--- src/rtl/rtc_pps_capture.sv ---
// rtc_pps_capture: PPS synchronizer, period measurement, lock tracking and RTC timestamp stream.
// Optional glitch filter on the synchronized level when RTC_PPS_CAPTURE_GLITCH_FILTER_EN is defined.
module rtc_pps_capture #(
    parameter int SYNC_STAGES = 2,
    parameter int CNT_WIDTH   = 28,
    parameter int PERIOD_MIN  = 99_990_000,
    parameter int PERIOD_MAX  = 100_010_000,
    parameter int FILTER_LEN  = 4
) (
    input  logic                 aclk,
    input  logic                 areset,
    input  logic                 pps_in,
    input  logic [31:0]          rtc_sec,
    input  logic [31:0]          rtc_nsec,
    output logic [31:0]          m_ts_sec,
    output logic [31:0]          m_ts_nsec,
    output logic [CNT_WIDTH-1:0] m_ts_period,
    output logic                 m_ts_good,
    output logic                 m_ts_valid,
    input  logic                 m_ts_ready,
    output logic                 pps_locked,
    output logic                 pps_missing,
    output logic [7:0]           drop_cnt
);
    localparam logic [1:0] SEARCH = 2'd0;
    localparam logic [1:0] CHECK  = 2'd1;
    localparam logic [1:0] LOCKED = 2'd2;

    if (SYNC_STAGES < 2 || FILTER_LEN < 1) begin : g_bad_cfg
        $error("rtc_pps_capture: SYNC_STAGES must be >= 2 and FILTER_LEN >= 1");
    end

    logic [SYNC_STAGES-1:0] sync_q, sync_d;
    logic                   prev_q, prev_d, level, edge_det, in_win, timeout, load;
    logic [CNT_WIDTH-1:0]   cnt_q, cnt_d, per_q, per_d;
    logic [1:0]             state_q, state_d;
    logic [31:0]            sec_q, sec_d, nsec_q, nsec_d;
    logic                   good_q, good_d, valid_q, valid_d, miss_q, miss_d;
    logic [7:0]             drop_q, drop_d;

`ifdef RTC_PPS_CAPTURE_GLITCH_FILTER_EN
    localparam int FW = FILTER_LEN > 1 ? $clog2(FILTER_LEN) : 1;
    logic [FW-1:0] fcnt_q, fcnt_d;

    // The filtered level is prev_q; it follows the sync output only after FILTER_LEN stable cycles.
    always_comb begin
        level  = (sync_q[SYNC_STAGES-1] != prev_q && fcnt_q == FW'(FILTER_LEN - 1)) ? sync_q[SYNC_STAGES-1] : prev_q;
        fcnt_d = (level == sync_q[SYNC_STAGES-1]) ? '0 : fcnt_q + 1'b1;
    end

    always_ff @(posedge aclk or posedge areset) begin
        if (areset) fcnt_q <= '0;
        else        fcnt_q <= fcnt_d;
    end
`else
    assign level = sync_q[SYNC_STAGES-1];
`endif

    // Counter holds cycles elapsed since the last edge cycle, so the edge cycle itself counts as 0.
    always_comb begin
        sync_d   = {sync_q[SYNC_STAGES-2:0], pps_in};
        prev_d   = level;
        edge_det = level & ~prev_q;
        in_win   = cnt_q >= CNT_WIDTH'(PERIOD_MIN) && cnt_q <= CNT_WIDTH'(PERIOD_MAX);
        timeout  = !edge_det && state_q != SEARCH && cnt_q == CNT_WIDTH'(PERIOD_MAX + 1);
        cnt_d    = edge_det ? CNT_WIDTH'(1) : (&cnt_q ? cnt_q : cnt_q + 1'b1);
        state_d  = edge_det ? ((state_q != SEARCH && in_win) ? LOCKED : CHECK) : (timeout ? SEARCH : state_q);
        load     = edge_det & (~valid_q | m_ts_ready);
        sec_d    = load ? rtc_sec : sec_q;
        nsec_d   = load ? rtc_nsec : nsec_q;
        per_d    = load ? cnt_q : per_q;
        good_d   = load ? (in_win && state_q != SEARCH) : good_q;
        valid_d  = load | (valid_q & ~m_ts_ready);
        miss_d   = timeout;
        drop_d   = (edge_det && !load && drop_q != 8'hFF) ? drop_q + 8'd1 : drop_q;
    end

    always_ff @(posedge aclk or posedge areset) begin
        if (areset) begin
            sync_q  <= '0;
            prev_q  <= 1'b0;
            cnt_q   <= '0;
            state_q <= SEARCH;
            sec_q   <= '0;
            nsec_q  <= '0;
            per_q   <= '0;
            good_q  <= 1'b0;
            valid_q <= 1'b0;
            miss_q  <= 1'b0;
            drop_q  <= '0;
        end else begin
            sync_q  <= sync_d;
            prev_q  <= prev_d;
            cnt_q   <= cnt_d;
            state_q <= state_d;
            sec_q   <= sec_d;
            nsec_q  <= nsec_d;
            per_q   <= per_d;
            good_q  <= good_d;
            valid_q <= valid_d;
            miss_q  <= miss_d;
            drop_q  <= drop_d;
        end
    end

    assign m_ts_sec    = sec_q;
    assign m_ts_nsec   = nsec_q;
    assign m_ts_period = per_q;
    assign m_ts_good   = good_q;
    assign m_ts_valid  = valid_q;
    assign pps_locked  = state_q == LOCKED;
    assign pps_missing = miss_q;
    assign drop_cnt    = drop_q;
endmodule

--- config.mk ---
export PLATFORM = sky130hd
export DESIGN_NAME = rtc_pps_capture
export DESIGN_NICKNAME = d
export VERILOG_FILES = /design/src/rtl/rtc_pps_capture.sv
export SDC_FILE = /design/constraint.sdc
export NUM_CORES = 1
export LEC_CHECK = 0
export CAP_MARGIN = 10
export CORE_ASPECT_RATIO = 1.1
export CORE_MARGIN = 2
export CORE_UTILIZATION = 50
export DETAILED_ROUTE_END_ITERATION = 10
export PLACE_DENSITY = 0.87
export SYNTH_ARGS = -nofsm -noshare
export SYNTH_HDL_FRONTEND = slang
export SYNTH_SLANG_ARGS = --single-unit
--- constraint.sdc ---
create_clock -name aclk -period 10.1 [get_ports aclk]
set_input_delay 1.515 -clock aclk [delete_from_list [all_inputs] [get_ports aclk]]
set_output_delay 1.515 -clock aclk [all_outputs]
set_load 0.1 [all_outputs]
==> results by group <==
Detailed routing
  – Routed len/inst: 18.7 um
  – Vias per std cell: 5.57
  – First DRT Iteration DRCs: 373
  – Drt first pass iters: 4
  – Final WL: 14.5 mm
  – Remaining antenna violation count: 0
  – # DRC: 0
  – Vias: 4314

Yosys
  – Netlist Area Pre-Place: 0.00575 mm^2
  – Warnings, synthesis: 0
  – Area leader, netlist: dfrtp_1
  – Top cells by area, synth: dfrtp_1 (59%), mux2_2 (18%), nand3_1 (1.5%), a21oi_1 (1.4%), xnor2_1 (1.4%)
  – Average cell area after synthesis: 13.0 um^2
  – Top_reg_cell synth: dfrtp_1
  – Synth top cells by count: dfrtp_1 (136), mux2_2 (93), nand3_1 (17), nor2_1 (17)
  – Flops & latches, synth: 136
  – FFs w/ async S/R, synth: 100%
  – Sequential area share after synthesis: 59.2%
  – Synthesized instance count: 441
  – Yosys cell types: 47
  – Syn_nets: 513
  – Share of the synthesized area in the top cell type: 59.2%
  – Count leader, synth: dfrtp_1
  – EDFF count, synth: 0

Floorplan
  – Starting Density: 50.7%
  – Io pins: 172
  – Row cnt: 41
  – Die Span X: 106 um
  – Die height: 116 um
  – Die area: 0.0124 mm^2
  – Core Area: 0.0113 mm^2

Clock network
  – Setup repair bufs after CTS: 0
  – Clock buffer count from CTS: 17
  – PostCTS Resize Cnt: 0
  – Clk sinks: 136
  – Clock latency on the worst-skew pair: 0.41 ns
  – H-tree depth: 4
  – Clock root buffer: clkbuf_16
  – Max Buffers Root-to-Sink: 2
  – Cts hold-fix bufs: 0
  – CTS tree: built
  – Clk pin slew, worst setup/hold paths: 0.06 ns

Critical path
  – CP arrival: 2.17 ns
  – Critical path fanouts, max: 4
  – Delay-heaviest family, CP: buffers and inverters
  – Worst Path Buf+Inv: 1
  – Worst path max stage delay: 1.18 ns
  – CP Cell Sequence: nor2b_1, clkdlybuf4s50_1
  – Critical-path top delay cell: clkdlybuf4s50_1
  – Setup CP Type: flop to output port
  – Worst setup EP type: output port
  – Critical path required time: 8.59 ns
  – Startpoint Class: flop

STA
  – Worst hold slack: 0.350 ns
  – Min Tclk post-route: 3.69 ns
  – Fmax achieved: 271 MHz
  – Fin Clk Skew: 0.0100 ns
  – Normalized max-slew margin: 19.4%
  – Final setup viols: 0
  – Hold Violations, Final: 0
  – Worst slew pin tran: 1.21 ns
  – Final worst-path cycle share: 36.5%
  – RSZ-0062 raised after global routing: no
  – Max-slew violations: 0
  – Fin Setup TNS: 0 ns

Placement
  – Post-DP HPWL: 9.57 mm
  – PortBufs: 171
  – Placed Instances: 743
  – GP Congestion: 0.867

Power
  – Leak Pwr: 3.47 nW
  – PD cells: 252 mW/mm^2
  – Maximum vdd ir drop: 179 uV

Global routing
  – Vias in the first global route: 4403
  – Initial antenna violation count: 0
  – First-pass GRT wire length: 22.5 mm
  – Largest net degree at the start of global routing: 95
  – Global route overflow: 0
  – Total track usage: 23.4%

Layout
  – Layout net count: 684
  – Area grow syn2layout: 42.6%
  – # diodes: 0
  – Fillers: 761
  – Sequential Area: 0.00340 mm^2
  – Post-Layout Cell Count: 775
  – Share of post-route cells with drive strength above 1: 21.6%
  – Multi-input logic area: 0.00222 mm^2

Job
  – Max-cap violations: 0

Min path
  – Hold Path Class: flop to flop

Status
  – Outcome: finished clean
power by group:
group          total [mW]  internal [mW]  leakage, nW  switching, mW
clock network       0.657          0.415        0.297          0.242
logic               0.740          0.187         1.44          0.553
registers           0.665          0.614         1.73         0.0512
total                2.06           1.22         3.47          0.847
path summary, 6_finish.rpt:
kind,end,start,depth (start not counted),slack [ns]
hold / removal,sync_q[1]$_DFF_PP0_,sync_q[0]$_DFF_PP0_,0,0.35
setup / recovery,pps_locked,state_q[1]$_DFFE_PP0P_,2,6.41
setup reg to reg,m_ts_nsec[13]$_DFFE_PP0P_,sync_q[1]$_DFF_PP0_,4,7.65
min in group asynchronous,m_ts_nsec[7]$_DFFE_PP0P_,areset,2,1.56
max in group asynchronous,m_ts_period[2]$_DFFE_PP0P_,areset,3,7.04
hold reg to reg,sync_q[1]$_DFF_PP0_,sync_q[0]$_DFF_PP0_,0,0.35
sequential cells by signal, indices dropped and copies added (netlist names):
| register | flops |
|---|---|
| m_ts_sec | 32 |
| m_ts_period | 28 |
| state_q | 2 |
| m_ts_nsec | 32 |
| m_ts_valid | 1 |
| drop_cnt | 8 |
| cnt_q | 28 |
| prev_q | 1 |
| pps_missing | 1 |
| sync_q | 2 |
| m_ts_good | 1 |
cell families after synthesis:
family | after synthesis | synth area share, %
and+or+nand+nor | 106 | 10.6
AOI/OAI and AO/OA | 56 | 6.14
adders and majority gates | 4 | 0.871
xor gates and xnor gates | 18 | 2.74
buffers and inverters | 28 | 2.20
muxes | 93 | 18.2
DFF | 136 | 59.2
placed cells by master (no fill, tap or decap), types with 2 or more instances in the layout:
master and instances:
xnor2_1 9, and2_1 2, nor2_1 17, bufinv_16 4, and4_1 7, o31ai_1 3
nand2_1 16, dfrtp_1 136, clkinv_4 2, a21oi_1 16, o211ai_1 2, nand3_1 17
nor2b_1 2, a31oi_1 2, or4_1 5, o21ai_0 14, nand4_1 9, buf_4 2
mux2_2 93, clkdlybuf4s50_1 171, a2bb2oi_1 3, clkinv_2 2, a211oi_1 6, nand2b_1 3
or3_1 12, nor4_1 2, inv_1 6, xor2_1 9, ha_1 4, a31o_2 2
clkinvlp_4 3, inv_6 3, and3_1 5, clkbuf_16 17
layer usage:
layer	up-vias	routed length, um	GRT usage, %
met1	2172	5510	27.4
met5	-	0	0
li1	1948	-	-
met2	161	7740	40.6
met4	0	382	9.82
met3	33	874	6.58
area by class of cell:
cell class,instances,area share (%)
flip-flops and latches,136,41.6
clock buffers,18,5.24
repair buffers,173,21.1
well taps,150,2.29
clock inverters,14,2.40
multi-input cells,277,27.1
inverters,7,0.351
through the flow:
| step | util (%) | setup WS [ns] | cell area [um^2] | total power, mW |
|---|---|---|---|---|
| after floorplan | - | 4.95 | 5750 | 1.22 |
| after global placement | 66.7 | 6.47 | 7560 | 1.40 |
| after detailed placement | 66.7 | 6.37 | 7560 | 1.41 |
| after CTS | 72.2 | 6.40 | 8190 | 2.07 |
| after global routing | 72.2 | 6.36 | 8190 | 2.12 |
| final | 72.2 | 6.41 | 8190 | 2.06 |
Note: power is estimated with default switching activity, not from simulation.
